### src/rtl/comb_diff_if.sv
// Stream-side signals of comb_diff: input sample handshake, output difference handshake,
// fill restart and primed status. The design uses slave; the driving side uses master.
interface comb_diff_if #(
  parameter int DATA_WIDTH = 32
);
  logic                         clear_in;
  logic signed [DATA_WIDTH-1:0] data_in;
  logic                         data_in_valid;
  logic                         data_in_ready;
  logic signed [DATA_WIDTH-1:0] data_out;
  logic                         data_out_valid;
  logic                         data_out_ready;
  logic                         primed_out;

  modport master (
    output clear_in, data_in, data_in_valid, data_out_ready,
    input  data_in_ready, data_out, data_out_valid, primed_out
  );

  modport slave (
    input  clear_in, data_in, data_in_valid, data_out_ready,
    output data_in_ready, data_out, data_out_valid, primed_out
  );
endinterface

### src/rtl/comb_diff.sv
// Delay-line differencer y[n] = x[n] - x[n-2^DELAY_SHIFT], one registered output stage, ready/valid both sides.
// COMB_DIFF_SAT_EN selects a saturating difference; otherwise the difference wraps to DATA_WIDTH bits.
module comb_diff #(
  parameter int DATA_WIDTH  = 32,
  parameter int DELAY_SHIFT = 4
) (
  input  logic        clk_in,
  input  logic        rst_n_in,
  comb_diff_if.slave  io
);
  localparam int D = 1 << DELAY_SHIFT;
  localparam logic signed [DATA_WIDTH-1:0] SAT_MAX = {1'b0, {(DATA_WIDTH-1){1'b1}}};
  localparam logic signed [DATA_WIDTH-1:0] SAT_MIN = {1'b1, {(DATA_WIDTH-1){1'b0}}};

  typedef enum logic {FILL = 1'b0, RUN = 1'b1} state_t;

  state_t                       state_q, state_d;
  logic [DELAY_SHIFT-1:0]       addr_q, addr_d;
  logic signed [DATA_WIDTH-1:0] dline [D];
  logic signed [DATA_WIDTH-1:0] old_sample;
  logic signed [DATA_WIDTH-1:0] result;
  logic signed [DATA_WIDTH-1:0] out_q;
  logic signed [DATA_WIDTH:0]   diff;
  logic                         out_vld_q;
  logic                         accept;

  assign io.data_in_ready  = !io.clear_in && (!out_vld_q || io.data_out_ready);
  assign accept            = io.data_in_valid && io.data_in_ready;
  assign io.data_out       = out_q;
  assign io.data_out_valid = out_vld_q;
  assign io.primed_out     = (state_q == RUN);

  // Read-before-write: the slot about to be overwritten holds x[n-D].
  assign old_sample = dline[addr_q];
  assign diff = {io.data_in[DATA_WIDTH-1], io.data_in} - {old_sample[DATA_WIDTH-1], old_sample};

`ifdef COMB_DIFF_SAT_EN
  always_comb begin
    result = diff[DATA_WIDTH-1:0];
    if (diff[DATA_WIDTH] != diff[DATA_WIDTH-1]) begin
      result = diff[DATA_WIDTH] ? SAT_MIN : SAT_MAX;
    end
  end
`else
  assign result = diff[DATA_WIDTH-1:0];
`endif

  always_comb begin
    state_d = state_q;
    addr_d  = addr_q;
    if (io.clear_in) begin
      state_d = FILL;
      addr_d  = '0;
    end else if (accept) begin
      addr_d = addr_q + DELAY_SHIFT'(1);
      if (state_q == FILL && (&addr_q)) begin
        state_d = RUN;
      end
    end
  end

  always_ff @(posedge clk_in or negedge rst_n_in) begin
    if (!rst_n_in) begin
      state_q   <= FILL;
      addr_q    <= '0;
      out_q     <= '0;
      out_vld_q <= 1'b0;
    end else begin
      state_q <= state_d;
      addr_q  <= addr_d;
      if (io.clear_in) begin
        out_vld_q <= 1'b0;
      end else if (accept && state_q == RUN) begin
        out_q     <= result;
        out_vld_q <= 1'b1;
      end else if (out_vld_q && io.data_out_ready) begin
        out_vld_q <= 1'b0;
      end
    end
  end

  // Delay line is never reset; FILL overwrites every slot before it is read.
  always_ff @(posedge clk_in) begin
    if (accept) begin
      dline[addr_q] <= io.data_in;
    end
  end
endmodule
### src/flat_wrapper.sv
// flat-port wrapper written by rule: the top's interface ports become plain ports
module comb_diff_flat 
#(
  parameter int DATA_WIDTH  = 32,
  parameter int DELAY_SHIFT = 4
)
  (clk_in, rst_n_in, io_clear_in, io_data_in, io_data_in_valid, io_data_out_ready, io_data_in_ready, io_data_out, io_data_out_valid, io_primed_out);
  comb_diff_if #(.DATA_WIDTH(DATA_WIDTH)) io_i ();
  input  logic clk_in;
  input  logic rst_n_in;
  input wire logic [$bits(io_i.clear_in)-1:0] io_clear_in;
  input wire logic [$bits(io_i.data_in)-1:0] io_data_in;
  input wire logic [$bits(io_i.data_in_valid)-1:0] io_data_in_valid;
  input wire logic [$bits(io_i.data_out_ready)-1:0] io_data_out_ready;
  output wire logic [$bits(io_i.data_in_ready)-1:0] io_data_in_ready;
  output wire logic [$bits(io_i.data_out)-1:0] io_data_out;
  output wire logic [$bits(io_i.data_out_valid)-1:0] io_data_out_valid;
  output wire logic [$bits(io_i.primed_out)-1:0] io_primed_out;
  assign io_i.clear_in = io_clear_in;
  assign io_i.data_in = io_data_in;
  assign io_i.data_in_valid = io_data_in_valid;
  assign io_i.data_out_ready = io_data_out_ready;
  assign io_data_in_ready = io_i.data_in_ready;
  assign io_data_out = io_i.data_out;
  assign io_data_out_valid = io_i.data_out_valid;
  assign io_primed_out = io_i.primed_out;
  comb_diff #(.DATA_WIDTH(DATA_WIDTH), .DELAY_SHIFT(DELAY_SHIFT)) u_core (.clk_in(clk_in), .rst_n_in(rst_n_in), .io(io_i));
endmodule
### config.mk
export PLATFORM = sky130hd
export DESIGN_NAME = comb_diff_flat
export DESIGN_NICKNAME = d
export VERILOG_FILES = /design/src/rtl/comb_diff_if.sv /design/src/rtl/comb_diff.sv /design/src/flat_wrapper.sv
export SDC_FILE = /design/constraint.sdc
export NUM_CORES = 1
export LEC_CHECK = 0
export BUFFER_PORTS_ARGS = -buffer_cell sky130_fd_sc_hd__buf_2
export CAP_MARGIN = 15
export CORE_ASPECT_RATIO = 0.8
export CORE_MARGIN = 4
export CORE_UTILIZATION = 62
export CTS_CLUSTER_DIAMETER = 30
export DETAILED_ROUTE_END_ITERATION = 10
export GPL_ROUTABILITY_DRIVEN = 0
export PLACE_DENSITY = 0.78
export SLEW_MARGIN = 20
export SYNTH_ARGS = -nofsm -noshare
export SYNTH_HDL_FRONTEND = slang
export SYNTH_SLANG_ARGS = --single-unit
### constraint.sdc
create_clock -name clk_in -period 5.1 [get_ports clk_in]
set_input_delay 0.765 -clock clk_in [delete_from_list [all_inputs] [get_ports clk_in]]
set_output_delay 0.765 -clock clk_in [all_outputs]
set_load 0.05 [all_outputs]
; Word-level counts from Yosys, hierarchy flattened
; Memory sizes are Yosys's and may differ from the RTL's.
; Index checks and enable logic that the tools add are counted.
[totals]
reg_bits = 38
ram_bits = 512
in_bits = 37
word_cells = 33
n_memories = 1
[op_classes]
addsub = 2
n_mux = 10
n_bitwise = 2
n_reduce_logical = 14
[mem_list]
columns = memory, depth, word_bits, rd, rd_clocked_by_memory_dff, write_ports, line
row1 = u_core.dline, 16, 32, 1, 0, 1, comb_diff.sv:19  ; logic signed [DATA_WIDTH-1:0] dline [D];
[op_table]
columns = cell, n
row1 = subtractor 32 bit, 1
row2 = two-way mux 1 bit, 8
row3 = two-way mux 4 bit, 2
row4 = logical AND 1 bit, 5
row5 = "adder 4 x 1 -> 4 bit, second input constant", 1
row6 = AND reduction 2 bit, 2
row7 = AND reduction 4 bit, 1
row8 = nonzero test 2 bit, 2
row9 = nonzero test 3 bit, 1
row10 = zero test 1 bit, 2
row11 = inverter 1 bit, 2
row12 = logical OR 1 bit, 1

; Depth between registers and ports, before layout
[logic_depth]
ltp_word = 7
ltp_mapped = 14
mapped_depth_nobuf = 11

; Worst setup path before layout
; OpenSTA, ideal clock, no wires.
[synth_timing]
kind = input -> register
start = input io_data_out_ready
end = memory u_core.dline[3][0] (enable)
setup_ps = 461
arrival_ps = 3479
required_ps = 4639
setup_slack_ps = 1160
stages = 4
path_cell_list = nor2b_1 -> nor3b_2 -> nand2_1 -> nor3_1
[synth_between]
elab_chain_len = 5
[synth_rtl]
columns = element, line
row1 = start: declaration, flat_wrapper.sv:14  ; input wire logic [$bits(io_i.data_out_ready)-1:0] io_data_out_ready;
row2 = logical OR 1 bit, comb_diff.sv:27  ; assign io.data_in_ready = !io.clear_in && (!out_vld_q || io.data_out_ready);
row3 = logical AND 1 bit, comb_diff.sv:27
row4 = logical AND 1 bit, comb_diff.sv:28  ; assign accept = io.data_in_valid && io.data_in_ready;
row5 = two-way mux 1 bit, comb_diff.sv:84  ; if (accept) begin
row6 = two-way mux 1 bit (not written as such), comb_diff.sv:85  ; dline[addr_q] <= io.data_in;
row7 = end: declaration, comb_diff.sv:19
; Every way passes these cells.

; Worst setup path after layout
[layout_timing]
start = register u_core.addr_q[0]
end = register u_core.out_q[29], in the netlist u_core.io.data_out[29]
[layout_between]
elab_chain_len = 2
[layout_rtl]
columns = element, line
row1 = start: declaration, comb_diff.sv:18  ; logic [DELAY_SHIFT-1:0] addr_q, addr_d;
row2 = start signal: assignment, comb_diff.sv:70  ; addr_q <= addr_d;
row3 = memory (16 x 32 bit), -
row4 = subtractor 32 bit, comb_diff.sv:35  ; assign diff = {io.data_in[DATA_WIDTH-1], io.data_in} - {old_sample[DATA_WIDTH-1], old_sample};
row5 = end signal: assignment, comb_diff.sv:74  ; out_q <= result;
row6 = end: declaration, comb_diff.sv:22  ; logic signed [DATA_WIDTH-1:0] out_q;
; Every way passes these cells.
; A chain may end at the register's enable or synchronous reset.

==> run_results.csv <==
group,metric,value,unit
run_status,outcome,"complete, no violations",
worst_setup_path,crit_buf_inv,2,
die,num_rows,62,
logic_synthesis,ys_seq_area_frac,0.707,
timing,maxSlewViolCount,0,
logic_synthesis,ys_ff_latch,550,
pwr,powerDensity,449,nW/µm²
timing,finalSetupViolations,0,
worst_setup_path,cp-end-kind,"flop",
logic_synthesis,synth_top_area_frac,0.666,
routing,dr_total_vias,12700,
logic_synthesis,synth_area_per_cell,19.3,µm²
logic_synthesis,async_reset_ff_frac,0.0691,
worst_setup_path,criticalPathCategory,"flop to flop",
worst_setup_path,critPathTopFamily,"multiplexers",
worst_setup_path,critPathMaxFanout,38,
timing,hold_viol,0,
logic_synthesis,synth-main-ff-cell,"edfxtp_1",
die,die_height,181,µm
grt,grtUsageTotal,0.290,
grt,grt_pass1_wl,85.7,mm
worst_setup_path,cp.required,5.60,ns
timing,setup_tns,0,ns
timing,tightest_slew,1.10,ns
routing,viasPerCell,6.72,
routing,finalWirelength,57.2,mm
timing,fin_crit_sh,0.901,
worst_setup_path,crit_top_cell,"nor3_1",
place,dpl.cell_count,1719,
grt,grt_pass1_vias,13100,
worst_setup_path,cpPeakStageDelay,0.89,ns
die,dieWidth,224,µm
die,die-area,40400,µm²
clock_network,cts_tree,"built",
routing,wl_per_cell,30.3,µm
routing,drc_errors,0,
routing,drt_first_pass_iters,6,
clock_network,cts-resized-gates,0,
clock_network,insertion_delay,0.62,ns
logic_synthesis,synth_edf_count,512,
clock_network,ctsLongestPathBuffers,3,
logic_synthesis,yosys.area.top_type,"edfxtp_1",
logic_synthesis,syn_inst,1194,
cells_and_area,area_growth,18.3,%
cells_and_area,finalNonFillerCells,1888,
logic_synthesis,ys_top_cells_by_count,"edfxtp_1, mux4_2, nand2_1",
worst_setup_path,start_kind,"flop",
logic_synthesis,synth_most_common_cell,"edfxtp_1",
timing,maxSlewHeadroom,0.262,
die,ios,72,
timing,min_period,4.59,ns
worst_setup_path,slowest_stage,"dfrtp_4",
grt,grt_overflow,0,
logic_synthesis,syn-num-nets,1269,
worst_setup_path,crit_path_cell_trace,"buf_4 > mux4_1 > mux4_2 > inv_1 > ha_1 > nand2_1 > nor3_1 > o2111ai_1 > a2111oi_2 > nor3_1 > o31ai_1",
place,hpwlAfterDp,32.7,mm
flow_run,drv_cap,0,
clock_network,htreeDepth,3,
clock_network,clock_sinks,550,
pwr,ir_worst_vdd,0.421,mV
routing,antenna_left,0,
die,core,36300,µm²
timing,max_freq,218,MHz
clock_network,numCtsBuffers,90,
worst_setup_path,cp.arrival,5.10,ns
cells_and_area,nets,1406,
clock_network,clk_root_buffer_cell,"clkbuf_16",
clock_network,post_cts_buffers,0,
place,portBuffers,71,
cells_and_area,final_util,0.752,
worst_setup_path,r2r_start,"u_core.addr_q[0]",
logic_synthesis,mappedNetlistArea,23100,µm²
worst_setup_path,crit_start,"u_core.addr_q[0]",
routing,drtIter0Drc,1584,
pwr,power,12300,µW
grt,antenna_found_initial,4,
pwr,leakage,0.00935,µW
clock_network,clkTransAtPathRegs,0.05,ns
min_path,hp-class,"primary input to async pin",
cells_and_area,drive_gt1_frac,0.299,
logic_synthesis,ys_top_cells_by_area,"edfxtp_1, mux4_2, dfrtp_1",
grt,grt_max_degree,67,
logic_synthesis,synth_cell_type_count,64,
timing,rsz0062_at_grt,"false",
clock_network,cts_hold_buf,0,
die,initial_core_util,0.636,
timing,skew,0.0157,ns
logic_synthesis,yosys_warnings,0,
worst register-to-register path: stages (launching register included):
cell and delay [ns]:
dfrtp_4 0.89, buf_4 0.55, mux4_1 0.66, mux4_2 0.48
inv_1 0.08, ha_1 0.29, nand2_1 0.17, nor3_1 0.21
o2111ai_1 0.23, a2111oi_2 0.62, nor3_1 0.10, o31ai_1 0.23
cells by family (layout without fill, tap and decap cells):
kind of cell,Yosys count,count (layout),synth area share
mux,165,165,0.164
compound gates,145,145,0.0428
buf+inv,100,313,0.0224
simple gates,180,180,0.0371
xor+xnor,16,16,0.00607
flops,550,550,0.707
other cells,0,1,0
fa+ha+maj,38,38,0.0209
stage by stage:
step	hold slack (ns)	cell area, µm²	worst slack [ns]
2_1_floorplan	0.469	23100	1.16
3_3_place_gp	0.451	24100	0.621
3_5_place_dp	0.460	24100	0.574
4_1_cts	0.329	27300	0.494
5_1_grt	0.359	27300	0.144
6_report	0.315	27300	0.507
placed cells by master, fill, tap and decap left out, types with 31 or more instances in the layout:
master,netlist,layout
mux4_2,123,123
o21ai_0,38,38
a21oi_1,38,38
nand2_1,65,64
ha_1,37,37
clkbuf_16,0,90
mux4_1,36,36
buf_4,0,31
inv_1,39,39
buf_2,9,71
edfxtp_1,512,512
dfrtp_1,38,34
per-layer routing:
layer / vias to the layer above / global-route usage / wire [µm]
li1: 5255 / - / -
met1: 6437 / 0.415 / 21900
met2: 850 / 0.434 / 26700
met3: 146 / 0.0849 / 6370
met4: 6 / 0.108 / 2150
met5: - / 0.00119 / 36
state kept, by name, indices dropped and copies added, names as in the netlist:
register and flops:
u_core.io.primed_out 1, u_core.dline 512, u_core.io.data_out_valid 1, u_core.addr_q 4, u_core.io.data_out 32
final cells by class:
class / instances / area [µm²]
flip-flops and latches: 550 / 16300
fillers: 1973 / 8990
inverters: 39 / 146
repair buffers: 106 / 668
well taps: 480 / 601
clock buffers: 97 / 2280
diodes: 1 / 2.50
multi-input cells: 544 / 6360
clock inverters: 71 / 922
worst paths after layout:
kind	to	slack [ns]	depth (start not counted)
max	u_core.io.data_out[29]	0.51	11
min	u_core.io.data_out[6]	0.31	1
max reg2reg	u_core.io.data_out[29]	0.51	11
min reg2reg	u_core.io.data_out[7]	0.47	2
max in group asynchronous	u_core.addr_q[0]	4.00	1
min in group clk_in	u_core.addr_q[1]	0.46	2
power breakdown:
group          leakage (µW)  switching (µW)  internal (µW)  total, µW
combinational       0.00268             554            393        947
clock               0.00154            2320           4000       6320
sequential          0.00514            42.8           4970       5010
total               0.00935            2920           9360      12300
(Power assumes the default switching activity.)
